$ cat config.mk
export PLATFORM = sky130hd
export DESIGN_NAME = imem_loader
export DESIGN_NICKNAME = d
export VERILOG_FILES = /design/src/rtl/imem_loader.sv
export SDC_FILE = /design/constraint.sdc
export NUM_CORES = 1
export LEC_CHECK = 0
export BUFFER_PORTS_ARGS = -buffer_cell sky130_fd_sc_hd__buf_2
export CAP_MARGIN = 20
export CORE_AREA = 2 2 140 142
export DETAILED_ROUTE_END_ITERATION = 6
export DIE_AREA = 0 0 142 144
export PLACE_DENSITY = 0.52
export SYNTH_ARGS = -nofsm -noshare
export SYNTH_HDL_FRONTEND = slang
export SYNTH_SLANG_ARGS = --single-unit
$ cat constraint.sdc
create_clock -name clk -period 2.4 [get_ports clk]
set_input_delay 0.24 -clock clk [delete_from_list [all_inputs] [get_ports clk]]
set_output_delay 0.24 -clock clk [all_outputs]
set_load 0.02 [all_outputs]
$ cat src/rtl/imem_loader.sv
// rtl/imem_loader.sv - streams program words into instruction memory, holding the CPU until loaded
module imem_loader #(
  parameter int ADDR_WIDTH = 8,
  parameter int DATA_WIDTH = 32,
  parameter int BASE_ADDR  = 0
) (
  input  logic                  clk,
  input  logic                  reset,
  input  logic                  start,
  input  logic                  in_valid,
  output logic                  in_ready,
  input  logic [DATA_WIDTH-1:0] in_data,
  input  logic                  in_last,
  output logic                  mem_we,
  output logic [ADDR_WIDTH-1:0] mem_addr,
  output logic [DATA_WIDTH-1:0] mem_wdata,
  output logic                  cpu_hold,
  output logic                  busy,
  output logic                  done,
  output logic                  error,
  output logic [ADDR_WIDTH:0]   word_count,
  output logic [31:0]           checksum
);

  localparam logic [ADDR_WIDTH:0]   CAP  = (ADDR_WIDTH+1)'((1 << ADDR_WIDTH) - BASE_ADDR);
  localparam logic [ADDR_WIDTH-1:0] BASE = ADDR_WIDTH'(BASE_ADDR);

  typedef enum logic [1:0] {S_IDLE, S_LOAD, S_DONE, S_ERROR} state_t;

  state_t state, state_next;
  logic   fire;
  logic   full;

  assign fire = (state == S_LOAD) && in_valid;
  assign full = (word_count == CAP);

  always_ff @(posedge clk) begin
    if (reset) begin
      state <= S_IDLE;
    end else begin
      state <= state_next;
    end
  end

  always_comb begin
    state_next = state;
    case (state)
      S_IDLE:  if (start) state_next = S_LOAD;
      S_LOAD: begin
        // An overflowing word is dropped even when it carries in_last.
        if (fire) begin
          if (full)         state_next = S_ERROR;
          else if (in_last) state_next = S_DONE;
        end
      end
      S_DONE:  if (start) state_next = S_LOAD;
      S_ERROR: if (start) state_next = S_LOAD;
      default: state_next = S_IDLE;
    endcase
  end

  always_comb begin
    in_ready = (state == S_LOAD);
    busy     = (state == S_LOAD);
    done     = (state == S_DONE);
    error    = (state == S_ERROR);
    cpu_hold = (state != S_DONE);
  end

  always_ff @(posedge clk) begin
    if (reset) begin
      mem_we     <= 1'b0;
      mem_addr   <= '0;
      mem_wdata  <= '0;
      word_count <= '0;
      checksum   <= '0;
    end else begin
      mem_we <= 1'b0;
      if (state != S_LOAD && start) begin
        word_count <= '0;
        checksum   <= '0;
      end else if (fire && !full) begin
        mem_we     <= 1'b1;
        mem_addr   <= BASE + word_count[ADDR_WIDTH-1:0];
        mem_wdata  <= in_data;
        word_count <= word_count + (ADDR_WIDTH+1)'(1);
        checksum   <= checksum + 32'(in_data);
      end
    end
  end

endmodule

# [Yosys cells after proc, flatten, opt, wreduce, memory -nomap -nowiden]
# Cells that the tools add are included.
[totals] regBits=84 in_bits=37 output_inout_bits=87 word_cells=33
[classes] n_addsub=2 eq_ne=9 n_mux=6 bitwise=1 n_reduce_logical=9
[op_table] op="adder 32 bit" n=1
[op_table] op="adder 9 x 1 -> 9 bit (second input constant)" n=1
[op_table] op="== test 9 bit (second input constant)" n=1
[op_table] op="two-way mux 2 bit" n=4
[op_table] op="inequality test 2 x 1 -> 1 bit (second input constant)" n=3
[op_table] op="== test 2 bit (second input constant)" n=2
[op_table] op="one-hot mux 2 bit (2 select lines)" n=1
[op_table] op="logical AND 1 bit" n=3
[op_table] op="inequality test 3 x 2 -> 1 bit (second input constant)" n=1
[op_table] op="AND reduction 3 bit" n=1
[op_table] op="OR reduction 3 bit" n=1
[op_table] op="== test 2 x 1 -> 1 bit (second input constant)" n=1
[op_table] op="logical NOT 2 bit" n=1
[op_table] op="inequality test 2 bit (second input constant)" n=1
[op_table] op="AND reduction 2 bit" n=1
[op_table] op="OR reduction 2 bit" n=1
[op_table] op="logical NOT 1 bit" n=1
[op_table] op="two-way mux 1 bit" n=1
[op_table] op="NOT 1 bit" n=1

# [Depth between registers and ports, before layout]
[depth] word_depth=4 mapped_depth=10 depth_no_buf=10

# [Worst setup path before layout]
# OpenSTA, ideal clock, no wires.
[synth_timing] path_kind="register to register" startpoint="reg checksum[0]" endpoint="reg checksum[30]" setup_time_ns=0.124 arrival_ns=2.457 required_ns=2.276 path_slack_ns=-0.181 stages_incl_launch_ff=11 path_buffers=0 period_less_slack_ns=2.581 path_cell_list="dfxtp_1 ha_1 fa_1 a21o_1 a21oi_1 o211ai_1 a21oi_1 a21oi_1 o41ai_2 mux2i_1 nand3_1"
[synth_between] elab_chain_cells=1
[synth_rtl] item="from (decl)" line_no="22" text="output logic [31:0] checksum"
[synth_rtl] item="from (signal assigned)" line_no="87" text="checksum <= checksum + 32'(in_data);"
[synth_rtl] item="adder 32 bit" line_no="87"
# Every way passes these cells.
# A chain may end at the register's enable or synchronous reset.

# [Worst setup path after layout]
[layout_timing] startpoint="reg checksum[11]" endpoint="reg checksum[22]"
# Same word-level chain as after synthesis.

==> run_results.csv <==
group,metric,value,unit
status,violations,"negative setup slack",
synthesis,ys_warn_count,0,
clocking,cts-root-buf,"clkbuf_16",
cells_and_area,layout_commonest_cell,"nand2_1",
clocking,cts_tree,"done",
clocking,clk_latency,0.35,ns
status,status,"finished, violations left",
cells_and_area,n_fill_cell,2026,
cells_and_area,n_antenna_cell,0,
cells_and_area,layout-drive-gt1-share,0.388,
worst_setup_path,critical-path-slowest-cell,"a2111oi_2",
synthesis,netlist_area,4630,um2
synthesis,synth_cells,591,
synthesis,syn_avg_cell_area,7.83,um2
sta,rsz0062_at_grt,"true",
synthesis,synthFlopType,"dfxtp_1",
clocking,cts_max_level,3,
grt,grt_pass1_wl,23.5,mm
worst_setup_path,worstSetupPathType,"flop to flop",
floorplanning,io_pins,124,
floorplanning,die_x,142,um
sta,drv_slew,0,
sta,finalHoldViolations,0,
min_path,hp-class,"input pin to flop",
detailed_routing,final_antenna_net_count,0,
synthesis,synth_top_family_by_area,"simple AND/OR/NAND/NOR gates",
worst_setup_path,cp_data_required_time,2.66,ns
clocking,cts.clk_slew.worst_paths,0.07,ns
detailed_routing,dr.pass1.iters,4,
floorplanning,die_y,144,um
sta,final.setup.tns,-0.0952,ns
synthesis,synth-simple-area-share,0.223,
power_and_ir_drop,peakVddDrop,0.323,mV
placement,gp_congestion,0.793,
grt,grt_max_degree,38,
worst_setup_path,crit_path_end_kind,"flop",
power_and_ir_drop,p_leak,3.13,nW
synthesis,synthMuxAreaShare,0.00649,
synthesis,synthXorXnorAreaFrac,0.0568,
sta,clock_skew,0.00991,ns
clocking,cts.sinks,84,
grt,top_usage_layer,"met2",
sta,max_freq,410,MHz
clocking,numCtsBuffers,9,
grt,use_met3,0.0311,
cells_and_area,syn2layout_area_growth,49.7,%
worst_setup_path,startpoint_type,"flop",
floorplanning,die-area,20400,um2
placement,io_buffers,123,
cells_and_area,layout_common_cells,"nand2_1 (130), buf_2 (123), buf_4 (89)",
sta,slew-limit-headroom,0.705,
synthesis,ys_seq_area_frac,0.363,
power_and_ir_drop,powerDensity,524,nW/um2
detailed_routing,routed_wl,15.0,mm
sta,fin_crit_sh,1.02,
sta,whs,0.123,ns
synthesis,ys_types,56,
sta,setup_viol,3,
synthesis,ys_ff_latch,84,
grt,grt_use_total,0.145,
grt,grt_pass1_vias,4615,
synthesis,synth_compound_area_frac,0.221,
worst_setup_path,cp.arrival,2.70,ns
detailed_routing,routedWlPerCell,14.5,um
floorplanning,core-area,19100,um2
grt,met2_usage,0.244,
synthesis,synth_edf_count,0,
sta,post-route-min-period,2.44,ns
worst_setup_path,critPathTopFamily,"compound AO/OA/AOI/OAI gates",
synthesis,synthAdderAreaFrac,0.0935,
worst_setup_path,critPathBufInv,2,
sta,tightest_slew,0.438,ns
grt,antenna_found_initial,0,
power_and_ir_drop,finalPower,3.63,mW
grt,grt_overflow,0,
detailed_routing,vias_per_cell,4.57,
clocking,hold_buffers,0,
detailed_routing,num_vias,4730,
detailed_routing,first_iter_violations,176,
sta,timing.final.ws_setup,-0.0398,ns
worst_setup_path,cpPeakStageDelay,0.41,ns
worst_setup_path,cp_max_fo,3,
run,cap_violations,0,
clocking,clock_path_buffers,2,
placement,dp_hpwl,10.8,mm
grt,use_met1,0.189,
floorplanning,initial_core_util,0.243,
synthesis,synthArstFlopShare,0,
detailed_routing,post-route-drc-count,0,
synthesis,syn-num-nets,662,
worst_setup_path,worst_path_most_repeated_cell,"nand2_1",
placement,dp_slack,-0.285,ns
cells_and_area,nets,862,
worst_setup_path,crit_chain,"ha_1 -> buf_4 -> nand2_1 -> a21o_1 -> a2111oi_2 -> buf_4 -> a21oi_4 -> nand2_1 -> nand2_1 -> xor2_1 -> a211oi_1",
floorplanning,num_rows,51,
-- power breakdown --
group          switching [mW]  internal, mW  total (mW)
logic                   0.404         0.303       0.707
clock network           0.647         0.813        1.46
registers              0.0254          1.44        1.46
-- through the flow --
stage	area [um2]	util	instances
final	6930	0.363	1034
after global routing	6930	0.363	1034
after CTS	6650	0.348	1032
after detailed placement	6160	0.323	1013
after global placement	6160	0.323	1013
after floorplan	4640	-	591
-- path summary, 6_finish.rpt --
check | to | slack [ns] | startpoint | cells past startpoint
setup / recovery | checksum[22] | -0.04 | checksum[11] | 11
hold / removal | state[0] | 0.12 | in_last | 2
setup reg to reg | checksum[22] | -0.04 | checksum[11] | 11
hold reg to reg | mem_wdata[23] | 0.45 | mem_wdata[23] | 2
-- cells in the mapped netlist (2+ instances only) --
cell type	number	area share
a22oi_1	3	0.0049
nand2_1	132	0.11
buf_2	6	0.0065
and2_1	6	0.0081
ha_1	33	0.089
a21oi_1	90	0.097
mux2i_1	3	0.0065
nor4_1	2	0.0027
a21o_1	16	0.026
a41oi_1	2	0.0038
nand3_1	21	0.023
o211ai_1	2	0.0032
clkbuf_1	15	0.012
a311oi_1	2	0.0038
inv_1	12	0.0097
or3_1	3	0.0041
nor3_1	9	0.0097
nand2b_1	7	0.0095
nand3b_1	2	0.0032
xor2_1	16	0.030
o21ai_0	17	0.018
and3_1	7	0.0095
nor4b_1	2	0.0038
nor2_1	26	0.021
a31oi_1	4	0.0054
o21bai_1	3	0.0049
buf_1	8	0.0065
o21a_1	6	0.0097
a211oi_1	7	0.011
o211a_1	2	0.0043
nor2b_1	2	0.0027
xnor2_1	14	0.026
dfxtp_1	84	0.36
nand4_1	5	0.0068
-- area by class of cell --
type	instances	area [um2]	area share
clock inverters	7	75.1	0.0108
repair buffers	219	1390	0.200
multi-input cells	465	3200	0.462
clock buffers	9	225	0.0325
flip-flops and latches	84	1690	0.245
well taps	238	298	0.0430
inverters	12	45.0	0.00650
-- flip-flops by register name, indices dropped and copies added, names as in the netlist --
| name | flops |
|---|---|
| state | 2 |
| word_count | 9 |
| checksum | 32 |
| mem_we | 1 |
| mem_wdata | 32 |
| mem_addr | 8 |
-- routing by layer --
| metal | routed length, um | up-vias |
|---|---|---|
| met5 | 0 | - |
| met4 | 138 | 0 |
| met3 | 550 | 8 |
| met2 | 7070 | 79 |
| met1 | 7220 | 2174 |
| li1 | - | 2469 |
-- repair_timing --
| item | 4_1_cts | 5_1_grt |
|---|---|---|
| setup buffers | 3 | 2 |
| pin swaps | 15 | 20 |
| resized for setup | 28 | 47 |
| endpoints found under the setup margin | 12 | 15 |
-- cell families after synthesis --
| family | count (synthesis) |
|---|---|
| buffers and inverters | 42 |
| XOR/XNOR | 30 |
| AND/OR/NAND/NOR | 230 |
| multiplexers | 3 |
| flip-flops | 84 |
| adder cells (fa/ha/maj) | 34 |
| AO/OA/AOI/OAI | 168 |
Power figures use the tool's default switching activity.
